<file path="config.mk">
export PLATFORM = sky130hd
export DESIGN_NAME = counter_arbiter
export DESIGN_NICKNAME = d
export VERILOG_FILES = /design/src/rtl/counter_arb_pkg.sv /design/src/rtl/rr_pick.sv /design/src/rtl/counter_arbiter.sv
export SDC_FILE = /design/constraint.sdc
export NUM_CORES = 1
export LEC_CHECK = 0
export BUFFER_PORTS_ARGS = -buffer_cell sky130_fd_sc_hd__buf_2
export CORE_AREA = 3 3 50 52
export DETAILED_ROUTE_END_ITERATION = 8
export DIE_AREA = 0 0 53 55
export HOLD_SLACK_MARGIN = 0.05
export PLACE_DENSITY = 0.73
export SLEW_MARGIN = 20
export SYNTH_ARGS = -nofsm -noshare
export SYNTH_HDL_FRONTEND = slang
export SYNTH_SLANG_ARGS = --single-unit
</file>
<file path="constraint.sdc">
create_clock -name clk -period 2.5 [get_ports clk]
set_input_delay 0.625 -clock clk [delete_from_list [all_inputs] [get_ports clk]]
set_output_delay 0.625 -clock clk [all_outputs]
set_load 0.01 [all_outputs]
</file>
<file path="src/rtl/counter_arb_pkg.sv">
// Shared types and constants for the round-robin counter arbiter.
package counter_arb_pkg;

    localparam int unsigned NreqDefault  = 4;
    localparam int unsigned WidthDefault = 3;

    localparam logic OpLd  = 1'b1;
    localparam logic OpInc = 1'b0;

    typedef enum logic [1:0] {
        StIdle  = 2'd0,
        StIssue = 2'd1,
        StAck   = 2'd2
    } state_e;

    // Index width that stays at least one bit for small requester counts.
    function automatic int unsigned idx_width(input int unsigned n);
        return (n > 1) ? $clog2(n) : 1;
    endfunction

endpackage

</file>
<file path="src/rtl/rr_pick.sv">
// Rotating-priority picker: first set request after ptr, wrapping modulo NREQ.
module rr_pick
    import counter_arb_pkg::*;
#(
    parameter int unsigned NREQ = NreqDefault,
    parameter int unsigned IdxW = idx_width(NreqDefault)
) (
    input  logic [NREQ-1:0] req,
    input  logic [IdxW-1:0] ptr,
    output logic [IdxW-1:0] winner,
    output logic            any_req
);

    logic [IdxW-1:0] idx;

    // Walk from the farthest offset down so the nearest candidate wins last.
    always_comb begin
        winner  = '0;
        any_req = 1'b0;
        idx     = '0;
        for (int off = NREQ; off >= 1; off--) begin
            idx = IdxW'((int'(ptr) + off) % NREQ);
            if (req[idx]) begin
                winner  = idx;
                any_req = 1'b1;
            end
        end
    end

endmodule

</file>
<file path="src/rtl/counter_arbiter.sv">
// Round-robin arbiter sharing one load/increment counter between NREQ requesters.
// Define COUNTER_ARB_OVF_GUARD_EN to refuse increments at the counter maximum.
module counter_arbiter
    import counter_arb_pkg::*;
#(
    parameter int unsigned NREQ  = NreqDefault,
    parameter int unsigned WIDTH = WidthDefault
) (
    input  logic                  clk,
    input  logic                  rst,
    input  logic [NREQ-1:0]       req,
    input  logic [NREQ-1:0]       req_ld,
    input  logic [NREQ*WIDTH-1:0] req_data,
    input  logic [WIDTH-1:0]      cnt_value,
    output logic                  cnt_ld,
    output logic                  cnt_inc,
    output logic [WIDTH-1:0]      cnt_data,
    output logic [NREQ-1:0]       gnt,
    output logic                  nack,
    output logic                  busy
);

    localparam int unsigned IdxW = idx_width(NREQ);

    state_e          state_q;
    logic [IdxW-1:0] ptr_q;
    logic [IdxW-1:0] win_q;
    logic            nack_pend_q;

    logic [IdxW-1:0]  pick;
    logic             any_req;
    logic [WIDTH-1:0] pick_data;
    logic             refuse;

    rr_pick #(
        .NREQ(NREQ),
        .IdxW(IdxW)
    ) u_pick (
        .req    (req),
        .ptr    (ptr_q),
        .winner (pick),
        .any_req(any_req)
    );

    always_comb begin
        pick_data = '0;
        for (int i = 0; i < NREQ; i++) begin
            if (pick == IdxW'(i)) begin
                pick_data = req_data[i*WIDTH +: WIDTH];
            end
        end
    end

`ifdef COUNTER_ARB_OVF_GUARD_EN
    assign refuse = (cnt_value == {WIDTH{1'b1}});
`else
    logic unused_cnt_value;
    assign unused_cnt_value = ^cnt_value;
    assign refuse = 1'b0;
`endif

    always_ff @(posedge clk) begin
        if (rst) begin
            state_q     <= StIdle;
            ptr_q       <= IdxW'(NREQ - 1);
            win_q       <= '0;
            nack_pend_q <= 1'b0;
            cnt_ld      <= 1'b0;
            cnt_inc     <= 1'b0;
            cnt_data    <= '0;
            gnt         <= '0;
            nack        <= 1'b0;
            busy        <= 1'b0;
        end else begin
            unique case (state_q)
                StIdle: begin
                    if (any_req) begin
                        win_q <= pick;
                        busy  <= 1'b1;
                        if (req_ld[pick] == OpLd) begin
                            cnt_ld   <= 1'b1;
                            cnt_data <= pick_data;
                        end else if (refuse) begin
                            // Refused increment: no strobe, nack rides along with gnt.
                            nack_pend_q <= 1'b1;
                        end else begin
                            cnt_inc <= 1'b1;
                        end
                        state_q <= StIssue;
                    end
                end
                StIssue: begin
                    cnt_ld  <= 1'b0;
                    cnt_inc <= 1'b0;
                    gnt     <= NREQ'(1) << win_q;
                    nack    <= nack_pend_q;
                    state_q <= StAck;
                end
                StAck: begin
                    ptr_q       <= win_q;
                    gnt         <= '0;
                    nack        <= 1'b0;
                    nack_pend_q <= 1'b0;
                    busy        <= 1'b0;
                    state_q     <= StIdle;
                end
                default: begin
                    state_q <= StIdle;
                end
            endcase
        end
    end

endmodule

</file>
==> metrics <==
Die Y=between 50 and 60 um; Worst Skew=between 8 and 9 ps; Register-to-Register Path Depth=6; post-route cell area=0.00115 mm2; post-route setup TNS=0 ps; post-route ant nets=0; RSZ-0062 raised after global routing=false; CTS H-tree depth=1; Hold Path Origin=gnt[2]; wire length of the first global-routing pass=around 3500 um; number of antenna violations at the first check in global routing=0; Power Dens Cells=between 500 and 600 mW/mm2; Synth Net Count=between 100 and 150; Tcrit/Tclk final=0.753; die width=53 um; final setup margin=around 620 ps; share of the synthesized area in the top cell type=0.338; PostCTS Resize Cnt=0; clk_lat worst skew=between 200 and 300 ps; Ys Warns=0; r2r setup slk=between 600 and 700 ps; DRC viols=0; initial drt markers=16; CP Class=reg2reg; fraction of layout cells with a size suffix above 1=0.341; antenna fix cells=0; setup bufs post-CTS=0; I/O pin total=36; starting density of the core=0.441; Yosys cell types=34; pre-CTS setup slack=roughly 320 ps; Inserted Clock Buffers=3; row cnt=17; Critical Path RT=between 2000 and 3000 ps; min-delay worst type=reg2reg; Final min period=around 1900 ps; All-Layer GR Usage=0.163; Syn Inst Count=around 110; Hold-fix buffers, CTS=0; sequential fraction of the synthesis area=0.338; DP Area=0.00113 mm2; Final nets=around 170; Static Leak=between 0.4 and 0.5 nW; WHS Endpoint=gnt[2]; hold violation count in the final report=0; Crit path arrival time=2090 ps; Congestion Overflow GR=0; Slew Limit Fails=0; DR vias=876; Final setup viols=0; Reg-to-Reg End=cnt_inc; # clock sinks=16; Post-synth ARST share=0; WHS Path Cells=2; DRT Wirelength=2100 um; Highest Clock Rate=0.531 GHz; Detailed Routing Iterations Pass 1=4; CTS Buffer Depth=2; Crit Path Max Fanout=9; Post-Synthesis Cell Area=about 950 um2; total die area=a little under 0.003 mm2; core area=about 0.0021 mm2; worst reg2reg startpoint=ptr_q[1]; Root Buffer Master=clkbuf_4; Post-synth EDFFs=0; outcome=finished, final reports clean; CP Capture Type=flop; HPWL after detailed placement=between 1500 and 2000 um; synth top area cells=dfxtp_1 (34%), mux2i_1 (8.4%), a21oi_1 (5.8%), ha_1 (5.3%), nand2_1 (4.4%); I/O Buffers=31; area leader, netlist=dfxtp_1; vias in the first global route=between 800 and 900; Area Growth Syn to Fin=21.1%; TritonCTS clock tree=yes; Avg Synthesized Cell Area=between 9 and 10 um2; Via-to-Cell Ratio=about 5.4; Final Core Density=0.535; Seq cells post-synth=16; per-cell routed wire length=approximately 13 um; Most used DFF post-synth=dfxtp_1; gpl congestion=~0.71; CTS clk-pin slew, worst paths=90 ps; max cap viols=0; total power=between 0.6 and 0.7 mW; highest ir drop seen on vdd=between 0.3 and 0.4 mV; CP startpoint kind=flop; largest net degree at the start of global routing=17
[power by group]
| part | internal, mW | switching, mW |
|---|---|---|
| registers | 0.282 | 0.0206 |
| logic | 0.101 | 0.113 |
| clock network | 0.0559 | 0.0743 |
[critical path: stages, from the launching register on]
cell      delay (ps)
dfxtp_1          490
nand2_1           90
a21oi_1          170
o221a_2          370
mux2i_4          330
o21ai_1          130
a211oi_2         230
[cells in the final DEF (no fill, tap or decap)]
cell type and count:
dfxtp_1 16, mux2_2 3, buf_2 31, o21bai_1 1, a31oi_4 1, mux2i_4 1, clkbuf_4 3, conb_1 1
nor2_1 6, nor3b_1 1, nand3b_2 1, nand4b_1 2, nand2_1 11, a31oi_1 1, nor2b_1 3, nor3_1 1
and2_1 1, o2111ai_1 3, o221a_2 1, ha_1 4, a211oi_2 1, nand3_1 3, o211ai_2 1, inv_1 2
nor4_1 1, a211o_1 2, mux2_4 1, a21o_1 1, buf_4 2, o21ai_1 4, a211oi_1 1, a21oi_1 11
nand2b_1 5, mux2i_1 8
[Yosys cell counts, drive strengths merged, types with 2 or more instances]
cell type	n
dfxtp	16
a21oi	11
nand2	11
mux2i	9
nor2	6
nand2b	5
clkbuf	4
ha	4
mux2	4
o21ai	4
nand3	3
nor2b	3
o2111ai	3
a211o	2
a211oi	2
a31oi	2
buf	2
inv	2
nand4b	2
[worst max-delay path by stage]
stage,startpoint,to,slack [ps],cells after the start
after detailed placement,req[1],cnt_inc,320,7
final,ptr_q[1],cnt_inc,620,6
after global placement,req[1],cnt_ld,410,7
after global routing,ptr_q[1],cnt_inc,490,6
after floorplan,req[0],cnt_inc,510,6
after CTS,req[1],cnt_inc,620,7
[state kept, by name (all words and copies together), names as in the netlist]
signal	flops
state_q	2
cnt_ld	1
busy	1
cnt_inc	1
ptr_q	2
win_q	2
gnt	4
cnt_data	3
[cell type report]
cell class	count	area, um2
timing repair buffer	33	170
inverter	2	7.51
tap	28	35.0
multi-input combinational	81	593
sequential	16	320
fill	217	1000
clock buffer	3	22.5
[routing by layer]
layer	track usage	vias up	wire length, um
met2	0.306	39	994
met1	0.167	394	866
met5	0	-	0
met3	0.0509	4	194
li1	-	439	-
met4	0.0681	0	40
[cell families after synthesis]
family	Yosys count	share of synthesized area
AOI/OAI and AO/OA	28	0.216
DFF	16	0.338
and+or+nand+nor	35	0.193
adders and majority gates	4	0.0528
buffers and inverters	8	0.0369
muxes	13	0.160
other	1	0.00395
[stage by stage]
step                      instances  hold WS (ps)
final                           163           467
after detailed placement        160           457
after CTS                       163           469
after global placement          160           454
after global routing            163           502
after floorplan                 105           476
Power figures use the tool's default switching activity.
